$ cat src/rtl/iomem_uart_pkg.sv
// iomem_uart_pkg: register map, STATUS bit positions, FSM state types and DIV clamp helper
package iomem_uart_pkg;
  localparam logic [3:0] REG_DIV = 4'h0;
  localparam logic [3:0] REG_DATA = 4'h4;
  localparam logic [3:0] REG_STATUS = 4'h8;
  localparam int ST_TX_FULL = 0;
  localparam int ST_TX_IDLE = 1;
  localparam int ST_RX_VALID = 2;
  localparam int ST_RX_OVERRUN = 3;
  localparam int ST_RX_FRAME_ERR = 4;
  localparam logic [15:0] DIV_MIN = 16'd4;
  typedef enum logic [1:0] {TX_IDLE, TX_START, TX_DATA, TX_STOP} tx_state_t;
  typedef enum logic [1:0] {RX_IDLE, RX_START, RX_DATA, RX_STOP} rx_state_t;
  function automatic logic [15:0] clamp_div(input logic [15:0] v);
    return v < DIV_MIN ? DIV_MIN : v;
  endfunction
endpackage

$ cat src/rtl/iomem_uart_if.sv
// iomem_uart_if: iomem bus bundle
//   valid/addr/wdata/wstrb driven by the master (wstrb 0 = read)
//   ready/rdata driven by the slave (rdata 0 whenever ready is 0)
interface iomem_uart_if;
  logic valid;
  logic ready;
  logic [31:0] addr;
  logic [31:0] wdata;
  logic [3:0] wstrb;
  logic [31:0] rdata;
  modport master(output valid, addr, wdata, wstrb, input ready, rdata);
  modport slave(input valid, addr, wdata, wstrb, output ready, rdata);
endinterface

$ cat src/rtl/iomem_uart_fifo.sv
// uart_fifo: synchronous FIFO
//   push/din in, pop/dout out (dout shows the head entry), full/empty flags,
//   count derived from the registered read/write pointers
module uart_fifo #(
  parameter int WIDTH = 8,
  parameter int DEPTH = 4
) (
  input  logic clk,
  input  logic rst,
  input  logic push,
  input  logic [WIDTH-1:0] din,
  input  logic pop,
  output logic [WIDTH-1:0] dout,
  output logic full,
  output logic empty,
  output logic [$clog2(DEPTH):0] count
);
  localparam int AW = $clog2(DEPTH);
  logic [WIDTH-1:0] mem [DEPTH];
  logic [AW:0] wr_ptr, rd_ptr;
  assign count = wr_ptr - rd_ptr;
  assign full = count == (AW+1)'(DEPTH);
  assign empty = wr_ptr == rd_ptr;
  assign dout = mem[rd_ptr[AW-1:0]];
  always_ff @(posedge clk)
    if (push && !full) mem[wr_ptr[AW-1:0]] <= din;
  always_ff @(posedge clk or posedge rst)
    if (rst) begin
      wr_ptr <= '0;
      rd_ptr <= '0;
    end else begin
      if (push && !full) wr_ptr <= wr_ptr + 1'b1;
      if (pop && !empty) rd_ptr <= rd_ptr + 1'b1;
    end
endmodule

$ cat src/rtl/iomem_uart.sv
// iomem_uart: memory-mapped UART on the iomem bus
//   clk, rst (async, active-high)
//   iomem : slave side of the iomem bus, 16-byte window at BASE_ADDR
//   uart_tx : serial out (idles high), uart_rx : serial in (asynchronous)
module iomem_uart
  import iomem_uart_pkg::*;
#(
  parameter logic [31:0] BASE_ADDR = 32'h0200_0000,
  parameter int TX_DEPTH = 4,
  parameter int DIV_RESET = 104
) (
  input  logic clk,
  input  logic rst,
  iomem_uart_if.slave iomem,
  output logic uart_tx,
  input  logic uart_rx
);
  logic [3:0] off;
  logic sel, wr, stall, acc;
  logic [15:0] div, div_new;
  logic [31:0] status, rd_val;
  logic data_rd, clr_ovr, clr_ferr;
  logic fifo_push, fifo_pop, fifo_full, fifo_empty;
  logic [7:0] fifo_dout;
  logic [$clog2(TX_DEPTH):0] fifo_count;
  logic tx_idle, tx_tick;
  tx_state_t tx_state;
  logic [15:0] tx_div, tx_cnt;
  logic [2:0] tx_bit;
  logic [7:0] tx_shift;
  rx_state_t rx_state;
  logic rx_s1, rx_s2, rx_last, rx_tick;
  logic [15:0] rx_div, rx_cnt;
  logic [2:0] rx_bit;
  logic [7:0] rx_shift, rx_byte;
  logic rx_valid, rx_overrun, rx_frame_err;
  logic unused_wdata;
  assign unused_wdata = ^iomem.wdata[31:16];
  assign off = iomem.addr[3:0];
  assign sel = iomem.valid && iomem.addr[31:4] == BASE_ADDR[31:4];
  assign wr = |iomem.wstrb;
  // a byte push into a full FIFO holds the bus until the transmitter frees a slot
  assign stall = off == REG_DATA && iomem.wstrb[0] && fifo_full;
  // the !ready term keeps a held valid from completing on consecutive cycles
  assign acc = sel && !iomem.ready && !stall;
  assign fifo_push = acc && off == REG_DATA && iomem.wstrb[0];
  assign data_rd = acc && !wr && off == REG_DATA;
  assign clr_ovr = acc && wr && off == REG_STATUS && iomem.wdata[ST_RX_OVERRUN];
  assign clr_ferr = acc && wr && off == REG_STATUS && iomem.wdata[ST_RX_FRAME_ERR];
  assign div_new = {iomem.wstrb[1] ? iomem.wdata[15:8] : div[15:8], iomem.wstrb[0] ? iomem.wdata[7:0] : div[7:0]};
  assign tx_idle = fifo_count == '0 && tx_state == TX_IDLE;
  always_comb begin
    status = '0;
    status[ST_TX_FULL] = fifo_full;
    status[ST_TX_IDLE] = tx_idle;
    status[ST_RX_VALID] = rx_valid;
    status[ST_RX_OVERRUN] = rx_overrun;
    status[ST_RX_FRAME_ERR] = rx_frame_err;
    rd_val = off == REG_DIV ? {16'b0, div} :
             off == REG_DATA ? (rx_valid ? {24'b0, rx_byte} : '1) :
             off == REG_STATUS ? status : '0;
  end
  always_ff @(posedge clk or posedge rst)
    if (rst) begin
      iomem.ready <= 1'b0;
      iomem.rdata <= '0;
      div <= 16'(DIV_RESET);
    end else begin
      iomem.ready <= acc;
      iomem.rdata <= acc && !wr ? rd_val : '0;
      if (acc && wr && off == REG_DIV) div <= clamp_div(div_new);
    end
  uart_fifo #(.WIDTH(8), .DEPTH(TX_DEPTH)) u_fifo (
    .clk(clk),
    .rst(rst),
    .push(fifo_push),
    .din(iomem.wdata[7:0]),
    .pop(fifo_pop),
    .dout(fifo_dout),
    .full(fifo_full),
    .empty(fifo_empty),
    .count(fifo_count)
  );
  assign tx_tick = tx_cnt == tx_div - 1'b1;
  // a new frame starts from IDLE or directly at the end of a stop bit
  assign fifo_pop = !fifo_empty && (tx_state == TX_IDLE || (tx_state == TX_STOP && tx_tick));
  always_ff @(posedge clk or posedge rst)
    if (rst) begin
      tx_state <= TX_IDLE;
      tx_cnt <= '0;
      tx_div <= 16'(DIV_RESET);
      tx_bit <= '0;
      tx_shift <= '0;
      uart_tx <= 1'b1;
    end else if (fifo_pop) begin
      tx_state <= TX_START;
      tx_cnt <= '0;
      tx_div <= div;
      tx_shift <= fifo_dout;
      uart_tx <= 1'b0;
    end else if (tx_state != TX_IDLE) begin
      tx_cnt <= tx_tick ? '0 : tx_cnt + 1'b1;
      if (tx_tick)
        case (tx_state)
          TX_START: begin
            tx_state <= TX_DATA;
            tx_bit <= '0;
            uart_tx <= tx_shift[0];
          end
          TX_DATA: begin
            tx_state <= tx_bit == 3'd7 ? TX_STOP : TX_DATA;
            tx_bit <= tx_bit + 1'b1;
            tx_shift <= tx_shift >> 1;
            uart_tx <= tx_bit == 3'd7 ? 1'b1 : tx_shift[1];
          end
          default: tx_state <= TX_IDLE;
        endcase
    end
  // START samples mid-bit at DIV/2; later bits are one DIV apart from there
  assign rx_tick = rx_state == RX_START ? rx_cnt == (rx_div >> 1) - 1'b1 : rx_cnt == rx_div - 1'b1;
  always_ff @(posedge clk or posedge rst)
    if (rst) begin
      rx_s1 <= 1'b1;
      rx_s2 <= 1'b1;
      rx_last <= 1'b1;
      rx_state <= RX_IDLE;
      rx_cnt <= '0;
      rx_div <= 16'(DIV_RESET);
      rx_bit <= '0;
      rx_shift <= '0;
      rx_byte <= '0;
      rx_valid <= 1'b0;
      rx_overrun <= 1'b0;
      rx_frame_err <= 1'b0;
    end else begin
      rx_s1 <= uart_rx;
      rx_s2 <= rx_s1;
      rx_last <= rx_s2;
      if (data_rd) rx_valid <= 1'b0;
      if (clr_ovr) rx_overrun <= 1'b0;
      if (clr_ferr) rx_frame_err <= 1'b0;
      rx_cnt <= rx_tick ? '0 : rx_cnt + 1'b1;
      case (rx_state)
        RX_IDLE: begin
          rx_cnt <= '0;
          rx_div <= div;
          rx_bit <= '0;
          if (rx_last && !rx_s2) rx_state <= RX_START;
        end
        RX_START:
          if (rx_tick) rx_state <= rx_s2 ? RX_IDLE : RX_DATA;
        RX_DATA:
          if (rx_tick) begin
            rx_shift <= {rx_s2, rx_shift[7:1]};
            rx_bit <= rx_bit + 1'b1;
            if (rx_bit == 3'd7) rx_state <= RX_STOP;
          end
        default:
          if (rx_tick) begin
            rx_state <= RX_IDLE;
            // flag sets come after the bus clears so a same-cycle set wins
            if (!rx_s2) rx_frame_err <= 1'b1;
            else if (rx_valid && !data_rd) rx_overrun <= 1'b1;
            else begin
              rx_byte <= rx_shift;
              rx_valid <= 1'b1;
            end
          end
      endcase
    end
endmodule
$ cat src/flat_wrapper.sv
// flat-port wrapper written by rule: the top's interface ports become plain ports
module iomem_uart_flat import iomem_uart_pkg::*;
#(
  parameter logic [31:0] BASE_ADDR = 32'h0200_0000,
  parameter int TX_DEPTH = 4,
  parameter int DIV_RESET = 104
)
  (clk, rst, uart_tx, uart_rx, iomem_valid, iomem_addr, iomem_wdata, iomem_wstrb, iomem_ready, iomem_rdata);
  iomem_uart_if iomem_i ();
  input  logic clk;
  input  logic rst;
  output logic uart_tx;
  input  logic uart_rx;
  input wire logic [$bits(iomem_i.valid)-1:0] iomem_valid;
  input wire logic [$bits(iomem_i.addr)-1:0] iomem_addr;
  input wire logic [$bits(iomem_i.wdata)-1:0] iomem_wdata;
  input wire logic [$bits(iomem_i.wstrb)-1:0] iomem_wstrb;
  output wire logic [$bits(iomem_i.ready)-1:0] iomem_ready;
  output wire logic [$bits(iomem_i.rdata)-1:0] iomem_rdata;
  assign iomem_i.valid = iomem_valid;
  assign iomem_i.addr = iomem_addr;
  assign iomem_i.wdata = iomem_wdata;
  assign iomem_i.wstrb = iomem_wstrb;
  assign iomem_ready = iomem_i.ready;
  assign iomem_rdata = iomem_i.rdata;
  iomem_uart #(.BASE_ADDR(BASE_ADDR), .TX_DEPTH(TX_DEPTH), .DIV_RESET(DIV_RESET)) u_core (.clk(clk), .rst(rst), .iomem(iomem_i), .uart_tx(uart_tx), .uart_rx(uart_rx));
endmodule
$ cat config.mk
export PLATFORM = sky130hd
export DESIGN_NAME = iomem_uart_flat
export DESIGN_NICKNAME = d
export VERILOG_FILES = /design/src/rtl/iomem_uart_pkg.sv /design/src/rtl/iomem_uart_if.sv /design/src/rtl/iomem_uart_fifo.sv /design/src/rtl/iomem_uart.sv /design/src/flat_wrapper.sv
export SDC_FILE = /design/constraint.sdc
export NUM_CORES = 1
export LEC_CHECK = 0
export ABC_AREA = 1
export CORE_AREA = 5 5 163 134
export CTS_CLUSTER_DIAMETER = 150
export DETAILED_ROUTE_END_ITERATION = 12
export DIE_AREA = 0 0 168 139
export DONT_BUFFER_PORTS = 1
export GPL_TIMING_DRIVEN = 0
export SETUP_SLACK_MARGIN = 0.5
export SLEW_MARGIN = 10
export SYNTH_ARGS = -nofsm -noshare
export SYNTH_HDL_FRONTEND = slang
export SYNTH_SLANG_ARGS = --single-unit
$ cat constraint.sdc
create_clock -name clk -period 4.9 [get_ports clk]
set_input_delay 0.245 -clock clk [delete_from_list [all_inputs] [get_ports clk]]
set_output_delay 0.245 -clock clk [all_outputs]
set_load 0.01 [all_outputs]
==> impl_metrics.csv, run 1 <==
group,metric,value,unit
status,status,"complete, no violations",
critical_path,cp.required,5.26,ns
floorplanning,die_height,139,um
cells_and_area,drive_gt1_frac,0.0925,
synthesis,synth_cell_types,46,
synthesis,synthArstFlopShare,0.819,
hold_path,hold_end,"u_core.div[11]$_DFFE_PP0P_",
timing,finalHoldViolCount,0,
timing,period_share,0.697,
routing,vias_per_cell,5.22,
cts,root_buffer,"clkbuf_16",
timing,rsz0062_at_grt,"no",
synthesis,synth_fp_nets,1344,
cts,clk_latency,0.45,ns
synthesis,yosys-top-cells-count,"nand2_1 (358), dfrtp_1 (132), nor2_1 (132)",
timing,whs,0.0292,ns
floorplanning,start_util,0.487,
placement,dp_cells,1524,
synthesis,netlist_area,9830,um^2
synthesis,yosys-top-cells-area,"dfrtp_1 (34%), nand2_1 (14%), edfxtp_1 (9.8%)",
hold_path,hp-start,"iomem_wdata[11]",
synthesis,synth.top_cell.area_share,0.336,
global_routing,overflow,0,
cts,clock-sinks,177,
cells_and_area,final_cells,1566,
timing,relSlewSlack,0.268,
timing,setup_viol,0,
cts,htreeDepth,4,
power,peakVddDrop,0.000263,V
placement,hpwl,18.5,mm
timing,period_needed,3.42,ns
critical_path,reg2regPathDepth,12,
critical_path,rrSetupSlack,1.48,ns
synthesis,synth_ff_type,"dfrtp_1",
cts,numCtsBuffers,17,
job,max_cap_viol_count,0,
timing,worst_slew_pin_slew,1.09,ns
cts,clk_pin_slew,0.08,ns
global_routing,antenna_found_initial,0,
power,p_leak,5.21,nW
routing,remaining_drc_errors,0,
critical_path,crit_fanout,10,
global_routing,grt.total_usage,0.215,
routing,first_pass_iters,7,
routing,wl,24.4,mm
cells_and_area,n_antenna_cell,0,
critical_path,arrival,3.78,ns
cts,cts_buffer_depth,2,
cells_and_area,post-route-cell-area,11000,um^2
synthesis,yosys.area.top_type,"dfrtp_1",
critical_path,r2r_end,"u_core.div[14]$_DFFE_PP0P_",
timing,max_freq,0.293,GHz
synthesis,ys_ff_latch,177,
synthesis,ys_warn_count,0,
timing,drv_slew,0,
floorplanning,ios,106,
routing,initialDrtViolationCount,629,
cts,cts_tree,"built",
global_routing,grt_max_degree,96,
cts,post-cts-setup-buffers,0,
routing,wl_per_cell,15.6,um
synthesis,synth.most_common_cell,"nand2_1",
critical_path,end_kind,"flip-flop",
hold_path,hp-class,"in2reg",
synthesis,syn_avg_cell_area,7.84,um^2
cells_and_area,final_core_util,0.543,
synthesis,synth_cells,1254,
floorplanning,core,20200,um^2
synthesis,synth-edff-count,32,
critical_path,critPathKind,"reg2reg",
synthesis,ys_seq_area_frac,0.468,
global_routing,grt_pass1_vias,7817,
critical_path,start_kind,"flip-flop",
cells_and_area,syn2layout_area_growth,11.4,%
critical_path,reg2reg_from,"u_core.u_fifo.rd_ptr[1]$_DFFE_PP0P_",
global_routing,grt_pass1_wl,40.7,mm
timing,setup_ws,1.48,ns
routing,postRouteAntennaNets,0,
cells_and_area,fin_nets,1374,
placement,place.gp.congestion,0.901,
cells_and_area,nFillCells,1913,
timing,skew,0.0150,ns
routing,route.vias.total,8180,
floorplanning,rows,47,
placement,dp_slack,1.53,ns
power,power_density,384,nW/um^2
hold_path,min_path_cells,2,
placement,io_buffers,0,
floorplanning,die-area,23400,um^2
placement,place_area,10200,um^2
floorplanning,die-width,168,um
## kinds of logic after synthesis
kind of cell / after synthesis / synth area share
buffers and inverters: 174 / 0.0783
xor gates and xnor gates: 43 / 0.0383
adders and majority gates: 18 / 0.0229
muxes: 1 / 0.00115
DFF: 177 / 0.468
and+or+nand+nor: 698 / 0.314
AOI/OAI and AO/OA: 143 / 0.0772
## worst max-delay path by stage
stage / start / end / slack, ns / cells past startpoint
final: u_core.u_fifo.rd_ptr[1]$_DFFE_PP0P_ / u_core.div[14]$_DFFE_PP0P_ / 1.48 / 12
after global routing: u_core.u_fifo.rd_ptr[1]$_DFFE_PP0P_ / u_core.div[6]$_DFFE_PP1P_ / 1.18 / 12
after CTS: u_core.u_fifo.rd_ptr[1]$_DFFE_PP0P_ / u_core.div[14]$_DFFE_PP0P_ / 1.51 / 12
after detailed placement: u_core.u_fifo.rd_ptr[1]$_DFFE_PP0P_ / u_core.div[14]$_DFFE_PP0P_ / 1.53 / 12
after global placement: rst / u_core.u_fifo.wr_ptr[0]$_DFFE_PP0P_ / -0.90 / 1
after floorplan: rst / u_core.div[0]$_DFFE_PP0P_ / 0.78 / 1
## stage by stage
step,TNS (ns),total power (W)
after floorplan,0,0.00248
after global placement,-115.72,0.00271
after detailed placement,0,0.00273
after CTS,0,0.00422
after global routing,0,0.00448
final,0,0.00421
## power by group
part | leakage (nW) | internal [W] | total, W | switching, W
registers | 2.18 | 0.00154 | 0.00157 | 0.0000316
clock network | 0.318 | 0.000764 | 0.00148 | 0.000716
logic | 2.71 | 0.000349 | 0.00115 | 0.000804
total | 5.21 | 0.00265 | 0.00421 | 0.00155
## final cells by class
class                           instances  area (um^2)  share of cell area
Sequential cell                       177         4610               0.420
Multi-Input combinational cell        903         4460               0.407
Inverter                              128          488              0.0445
Clock buffer                           17          425              0.0388
Tap cell                              269          337              0.0307
Buffer                                 46          289              0.0264
Clock inverter                         15          226              0.0207
Timing Repair Buffer                   11          128              0.0116
## placed cells by master, fill, tap and decap left out, drive strengths merged, types with 17 or more instances in the layout
master,count
edfxtp,32
ha,18
a21oi,34
nor2,147
inv,135
xnor2,17
clkbuf,32
buf,32
nand2,374
o21ai,90
nand4,24
xor2,26
dfrtp,132
nand3,99
nor3,28
## registers in the layout (all words and copies together) (netlist names), 8 cells and up
name / cells
u_core.div: 16
u_core.iomem.rdata: 17
u_core.rx_byte: 8
u_core.rx_cnt: 16
u_core.rx_div: 16
u_core.rx_shift: 8
u_core.tx_cnt: 16
u_core.tx_div: 16
u_core.tx_shift: 8
u_core.u_fifo.mem: 32
## worst max-delay path, stage by stage (launching register included)
cell      delay [ns]
dfrtp_1         0.53
clkinv_1        0.34
ha_1            0.43
inv_1           0.05
o21bai_1        0.15
xnor2_1         0.16
nor2_1          0.10
nand2_1         0.09
nand2_1         0.11
nor3_2          0.44
clkinv_1        0.41
clkbuf_1        0.31
o21ai_0         0.21
## timing repair
action / CTS / global route
resized for setup: 0 / 0
hold endpoints to repair: 87 / 0
hold buffers: 10 / 0
## metal layers
metal  GRT usage  vias to the layer above  part of all wire
li1            -                     4138                 -
met1       0.334                     3790              0.51
met2       0.291                      231              0.40
met3      0.0732                       21             0.091
met4      0.0389                        0            0.0078
met5           0                        -                 0
Note: power is estimated with default switching activity, not from simulation.
==> run 2: changes to the inputs <==
==> constraint.sdc (replaced) <==
create_clock -name clk -period 3.5 [get_ports clk]
set_input_delay 0.175 -clock clk [delete_from_list [all_inputs] [get_ports clk]]
set_output_delay 0.175 -clock clk [all_outputs]
set_load 0.01 [all_outputs]
==> impl_metrics.csv, run 2 (synthesized netlist as in run 1, its figures left out) <==
group,metric,value,unit
critical_path,critPathTopFamily,"simple AND/OR/NAND/NOR gates",
critical_path,critical-path-slowest-cell,"dfrtp_1",
cells_and_area,post-route-cell-area,11200,um^2
routing,remaining_drc_errors,0,
timing,finalHoldViolCount,0,
timing,period_share,0.806,
cells_and_area,multiInputGateArea,4510,um^2
cells_and_area,nFillCells,1919,
cells_and_area,fin_nets,1390,
routing,postRouteAntennaNets,0,
global_routing,grt_pass1_vias,7790,
cells_and_area,drive_gt1_frac,0.108,
placement,place_area,10300,um^2
critical_path,cp.required,3.82,ns
placement,hpwl,18.7,mm
timing,tns,0,ns
global_routing,globalRouteMet3Util,0.0499,
global_routing,grt_use_met2,0.291,
cts,numCtsBuffers,17,
routing,vias_per_cell,5.26,
cts,cts_buffer_depth,2,
placement,io_buffers,0,
timing,rsz0062_at_grt,"yes",
global_routing,grt.total_usage,0.215,
cts,cts_tree,"built",
global_routing,grt_max_degree,35,
routing,wl,24.5,mm
floorplanning,die-width,168,um
timing,drv_slew,0,
cells_and_area,syn2layout_area_growth,13.4,%
global_routing,antenna_found_initial,1,
cts,root_buffer,"clkbuf_16",
critical_path,arrival,3.15,ns
cts,htreeDepth,4,
global_routing,overflow,0,
critical_path,slowest_delay,0.36,ns
routing,route.vias.total,8326,
global_routing,busiest_layer,"met1",
global_routing,grt_pass1_wl,40.7,mm
job,max_cap_viol_count,0,
cells_and_area,regArea,4610,um^2
timing,period_needed,2.82,ns
power,power_density,527,nW/um^2
critical_path,start_kind,"flip-flop",
timing,whs,0.0154,ns
placement,place.gp.congestion,0.893,
routing,first_pass_iters,5,
cells_and_area,final_common_cell,"nand2_1",
cells_and_area,mostFrequentLayoutCells,"nand2_1 (356), nor2_1 (130), dfrtp_1 (130)",
floorplanning,die-area,23400,um^2
cts,clk_pin_slew,0.07,ns
timing,skew,0.0158,ns
power,peakVddDrop,0.000311,V
critical_path,critPathKind,"reg2reg",
cts,clk_latency,0.44,ns
cts,clock-sinks,177,
critical_path,path_cells,"buf_4 > nand2_4 > buf_6 > nand2_1 > nand2_2 > ha_2 > nand3_2 > nor2_2 > nand4_1 > nand2_1 > inv_1 > nor2_1 > nand4_4 > nand2_4 > buf_6 > nor2_1",
cells_and_area,largest_reg_flops,32,
timing,relSlewSlack,0.283,
cells_and_area,n_antenna_cell,0,
critical_path,end_kind,"flip-flop",
hold_path,hp-class,"in2reg",
routing,initialDrtViolationCount,645,
timing,worst_slew_pin_slew,1.07,ns
floorplanning,start_util,0.487,
timing,setup_viol,0,
floorplanning,rows,47,
global_routing,gr-usage-met1,0.348,
floorplanning,core,20200,um^2
floorplanning,ios,106,
floorplanning,die_height,139,um
routing,wl_per_cell,15.5,um
timing,max_freq,0.354,GHz
critical_path,crit_fanout,10,
critical_path,worst-path-buf-inv,4,
status,status,"complete, no violations",
power,p_leak,5.28,nW
[run 2: cell types whose count changed in the layout (fill, tap and decap cells not counted), moves of 3 or more]
cell,change
buf_4,+7
buf_12,+4
dlygate4sd3_1,+7
inv_6,+3
[run 2: power by group]
| part | leakage [nW] | total (W) | switching, W | internal [W] |
|---|---|---|---|---|
| Sequential | 2.18 | 0.00220 | 0.0000443 | 0.00216 |
| Combinational | 2.80 | 0.00168 | 0.00116 | 0.000520 |
| Clock | 0.305 | 0.00200 | 0.000957 | 0.00104 |
[run 2: metal layers]
metal / share of wire / vias up
met5: 0.00029 / -
met4: 0.0097 / 2
met3: 0.070 / 26
met2: 0.40 / 250
met1: 0.52 / 3890
li1: - / 4158
[run 2: repair_timing]
| item | in CTS | in global routing |
|---|---|---|
| setup endpoints to repair | 49 | 83 |
| cloned | 0 | 0 |
| setup buffers | 0 | 6 |
| hold buffers | 17 | 0 |
| hold endpoints to repair | 83 | 0 |
| pin swaps | 0 | 3 |
| gates resized for setup | 4 | 17 |
[run 2: worst reg2reg max path: stages (launching register included)]
cell and delay [ns]:
dfrtp_1 0.36, buf_4 0.17, nand2_4 0.12, buf_6 0.16
nand2_1 0.07, nand2_2 0.09, ha_2 0.22, nand3_2 0.14
nor2_2 0.25, nand4_1 0.12, nand2_1 0.11, inv_1 0.04
nor2_1 0.23, nand4_4 0.22, nand2_4 0.18, buf_6 0.17
nor2_1 0.05
[run 2: path summary, 6_finish.rpt]
kind                                                     start                         endpoint  slack, ns  depth (start not counted)
min in group asynchronous                                  rst   u_core.rx_shift[3]$_DFFE_PP0P_       0.24                          2
worst min register to register          u_core.rx_s1$_DFF_PP1_           u_core.rx_s2$_DFF_PP1_       0.37                          0
worst max-delay path            u_core.rx_state[0]$_DFFE_PP0P_       u_core.rx_cnt[6]$_DFF_PP0_       0.68                         16
worst min-delay path                             iomem_addr[2]  u_core.iomem.rdata[2]$_DFF_PP0_       0.02                          3
max in group asynchronous                                  rst     u_core.tx_div[6]$_DFFE_PP1P_       2.18                          5
worst max register to register  u_core.rx_state[0]$_DFFE_PP0P_       u_core.rx_cnt[6]$_DFF_PP0_       0.68                         16
[run 2: area by class of cell]
class                   instances  share of cell area
plain buffers                  46              0.0263
clock inverters                15              0.0173
repair buffers                 27              0.0265
multi-input cells             903               0.405
flip-flops and latches        177               0.413
inverters                     128              0.0436
well taps                     269              0.0302
clock buffers                  17              0.0382
[run 2: metrics by stage]
stage | power (W) | util | setup WS (ns) | instances
floorplan | 0.00347 | - | 1.05 | 1254
global route | 0.00624 | 0.553 | 0.492 | 1582
global placement | 0.00380 | 0.504 | 0.250 | 1523
CTS | 0.00585 | 0.548 | 0.527 | 1576
detailed placement | 0.00382 | 0.508 | 0.181 | 1527
finish | 0.00588 | 0.553 | 0.678 | 1582
==> run 3: changes to the inputs <==
--- a/config.mk
+++ b/config.mk
@@ -5,11 +5,11 @@
 export SDC_FILE = /design/constraint.sdc
 export NUM_CORES = 1
 export LEC_CHECK = 0
-export ABC_AREA = 1
-export CORE_AREA = 5 5 163 134
+export ABC_AREA = 0
+export CORE_AREA = 5 5 159 130
 export CTS_CLUSTER_DIAMETER = 150
 export DETAILED_ROUTE_END_ITERATION = 12
-export DIE_AREA = 0 0 168 139
+export DIE_AREA = 0 0 164 135
 export DONT_BUFFER_PORTS = 1
 export GPL_TIMING_DRIVEN = 0
 export SETUP_SLACK_MARGIN = 0.5
==> constraint.sdc (replaced) <==
create_clock -name clk -period 2.9 [get_ports clk]
set_input_delay 0.145 -clock clk [delete_from_list [all_inputs] [get_ports clk]]
set_output_delay 0.145 -clock clk [all_outputs]
set_load 0.01 [all_outputs]
==> impl_metrics.csv, run 3 <==
group,metric,value,unit
timing,max_freq,0.279,GHz
cts,clk_pin_slew,0.07,ns
synthesis,yosys-top-cells-area,"dfrtp_1 (36%), edfxtp_1 (10%), mux2_2 (7.3%)",
cells_and_area,final_common_cell,"dfrtp_1",
placement,place.gp.congestion,0.910,
routing,initialDrtViolationCount,528,
critical_path,critPathKind,"reg2reg",
routing,wl_per_cell,19.8,um
critical_path,start_kind,"flip-flop",
cells_and_area,n_antenna_cell,0,
cells_and_area,mostFrequentLayoutCells,"dfrtp_1 (128), buf_4 (58), nor2_1 (55)",
routing,first_pass_iters,5,
placement,dp_cells,1109,
timing,relSlewSlack,0.0118,
critical_path,reg2reg_from,"u_core.rx_state[0]$_DFFE_PP0P_",
placement,dp_slack,-1.49,ns
synthesis,synthArstFlopShare,0.819,
timing,rsz0062_at_grt,"yes",
floorplanning,die_height,135,um
cells_and_area,final_cells,1229,
synthesis,synth-edff-count,32,
cts,numCtsBuffers,17,
hold_path,hp-start,"iomem_addr[2]",
critical_path,end_kind,"flip-flop",
floorplanning,die-width,164,um
global_routing,globalRouteMet3Util,0.0549,
synthesis,ys_ff_latch,177,
routing,postRouteAntennaNets,0,
floorplanning,rows,45,
timing,skew,0.0116,ns
routing,vias_per_cell,5.86,
cts,htreeDepth,4,
critical_path,arrival,3.91,ns
timing,worst_slew_pin_slew,1.47,ns
hold_path,hp-class,"in2reg",
global_routing,grt_pass1_vias,7160,
cts,cts_buffer_depth,2,
placement,io_buffers,0,
synthesis,ys_warn_count,0,
placement,hpwl,16.2,mm
global_routing,grt_pass1_wl,38.8,mm
power,power_density,450,nW/um^2
timing,drv_slew,0,
timing,finalHoldViolCount,0,
synthesis,syn_avg_cell_area,11.0,um^2
cells_and_area,nFillCells,1480,
global_routing,gr-usage-met1,0.324,
cells_and_area,syn2layout_area_growth,29.4,%
synthesis,synth.top_cell.area_share,0.355,
floorplanning,ios,106,
cts,clock-sinks,177,
job,max_cap_viol_count,1,
floorplanning,start_util,0.494,
routing,remaining_drc_errors,0,
global_routing,grt_max_degree,39,
floorplanning,core,18800,um^2
routing,wl,24.3,mm
routing,route.vias.total,7196,
synthesis,synth_ff_type,"dfrtp_1",
power,peakVddDrop,0.000303,V
timing,period_needed,3.59,ns
critical_path,cp.required,3.23,ns
timing,setup_viol,85,
synthesis,ys_seq_area_frac,0.495,
cells_and_area,largest_reg_flops,32,
synthesis,yosys.area.top_type,"dfrtp_1",
floorplanning,die-area,22100,um^2
critical_path,startpoint,"u_core.rx_state[0]$_DFFE_PP0P_",
global_routing,overflow,0,
cells_and_area,drive_gt1_frac,0.341,
synthesis,yosys-top-cells-count,"dfrtp_1 (132), nor2_1 (74), mux2_2 (60)",
cts,cts_tree,"built",
timing,period_share,1.24,
global_routing,grt_use_met2,0.341,
cts,clk_latency,0.45,ns
global_routing,grt.total_usage,0.225,
synthesis,netlist_area,9300,um^2
status,status,"finished, violations left",
global_routing,antenna_found_initial,0,
synthesis,synth.most_common_cell,"dfrtp_1",
cells_and_area,fin_nets,1048,
timing,setup_ws,-0.687,ns
cts,root_buffer,"clkbuf_16",
global_routing,busiest_layer,"met2",
critical_path,crit_fanout,5,
status,violations,"capacitance limit, setup timing",
synthesis,synth_cell_types,71,
power,p_leak,5.29,nW
synthesis,synth_fp_nets,937,
synthesis,synth_cells,847,
## run 3: cell families after synthesis
kind of cell | share of synthesized area
simple gates | 0.178
flops | 0.495
compound gates | 0.0886
mux | 0.112
xor+xnor | 0.0669
buf+inv | 0.0350
fa+ha+maj | 0.0242
## run 3: final cells by class
type	instances	area, um^2	share of cell area
Clock inverter	15	200	0.0166
Inverter	25	100	0.00832
Tap cell	258	323	0.0268
Buffer	44	354	0.0294
Clock buffer	17	425	0.0354
Sequential cell	177	4610	0.383
Multi-Input combinational cell	601	5090	0.423
Timing Repair Buffer	92	931	0.0774
## run 3: stage by stage
step           instance area, um^2   util  TNS, ns  power [W]  hold WS (ns)
6_report                     12000  0.640   -33.36    0.00542        0.0268
2_1_floorplan                 9590      -   -21.90    0.00290         0.149
3_3_place_gp                  9910  0.527   -58.89    0.00295         0.150
3_5_place_dp                  9990  0.531   -62.29    0.00298        0.0804
5_1_grt                      12000  0.640   -44.54    0.00563        0.0124
4_1_cts                      11600  0.615   -36.93    0.00546       0.00623
## run 3: critical path: stages (launching register included)
cell	delay (ns)
dfrtp_2	0.45
nor2b_4	0.21
buf_8	0.11
buf_8	0.10
mux2i_4	0.25
ha_4	0.18
or4b_4	0.50
and3_4	0.20
nor4_4	0.30
xnor2_1	0.12
a21oi_2	0.19
nand2_4	0.11
nor4b_4	0.27
buf_4	0.19
mux2_4	0.30
## run 3: routing by layer
| layer | wire length [um] | up-vias |
|---|---|---|
| met3 | 1550 | 33 |
| li1 | - | 3301 |
| met2 | 11000 | 271 |
| met5 | 0 | - |
| met4 | 327 | 0 |
| met1 | 11500 | 3591 |
## run 3: path summary, 6_finish.rpt
path / endpoint / slack, ns / cells past startpoint
max in group asynchronous: u_core.rx_div[3]$_DFFE_PP1P_ / 1.89 / 5
worst max register to register: u_core.rx_byte[1]$_DFFE_PP0P_ / -0.69 / 14
min in group asynchronous: u_core.tx_shift[6]$_DFFE_PP0P_ / 0.22 / 3
worst min register to register: u_core.rx_s2$_DFF_PP1_ / 0.36 / 0
worst max-delay path: u_core.rx_byte[1]$_DFFE_PP0P_ / -0.69 / 14
worst min-delay path: u_core.iomem.rdata[30]$_DFF_PP0_ / 0.03 / 2
## run 3: power by group
part | internal (W) | total [W] | switching [W]
Combinational | 0.000155 | 0.000336 | 0.000181
Sequential | 0.00258 | 0.00264 | 0.0000638
Clock | 0.00126 | 0.00244 | 0.00117
Total | 0.00400 | 0.00542 | 0.00142
## run 3: what timing repair did
item                                    CTS  global route
hold buffers                             23             1
endpoints found under the hold margin   160             1
gates cloned                              4             0
setup buffers                            35            25
pin swaps                                26            38
resized for setup                       100            66
endpoints found under the setup margin  155           124
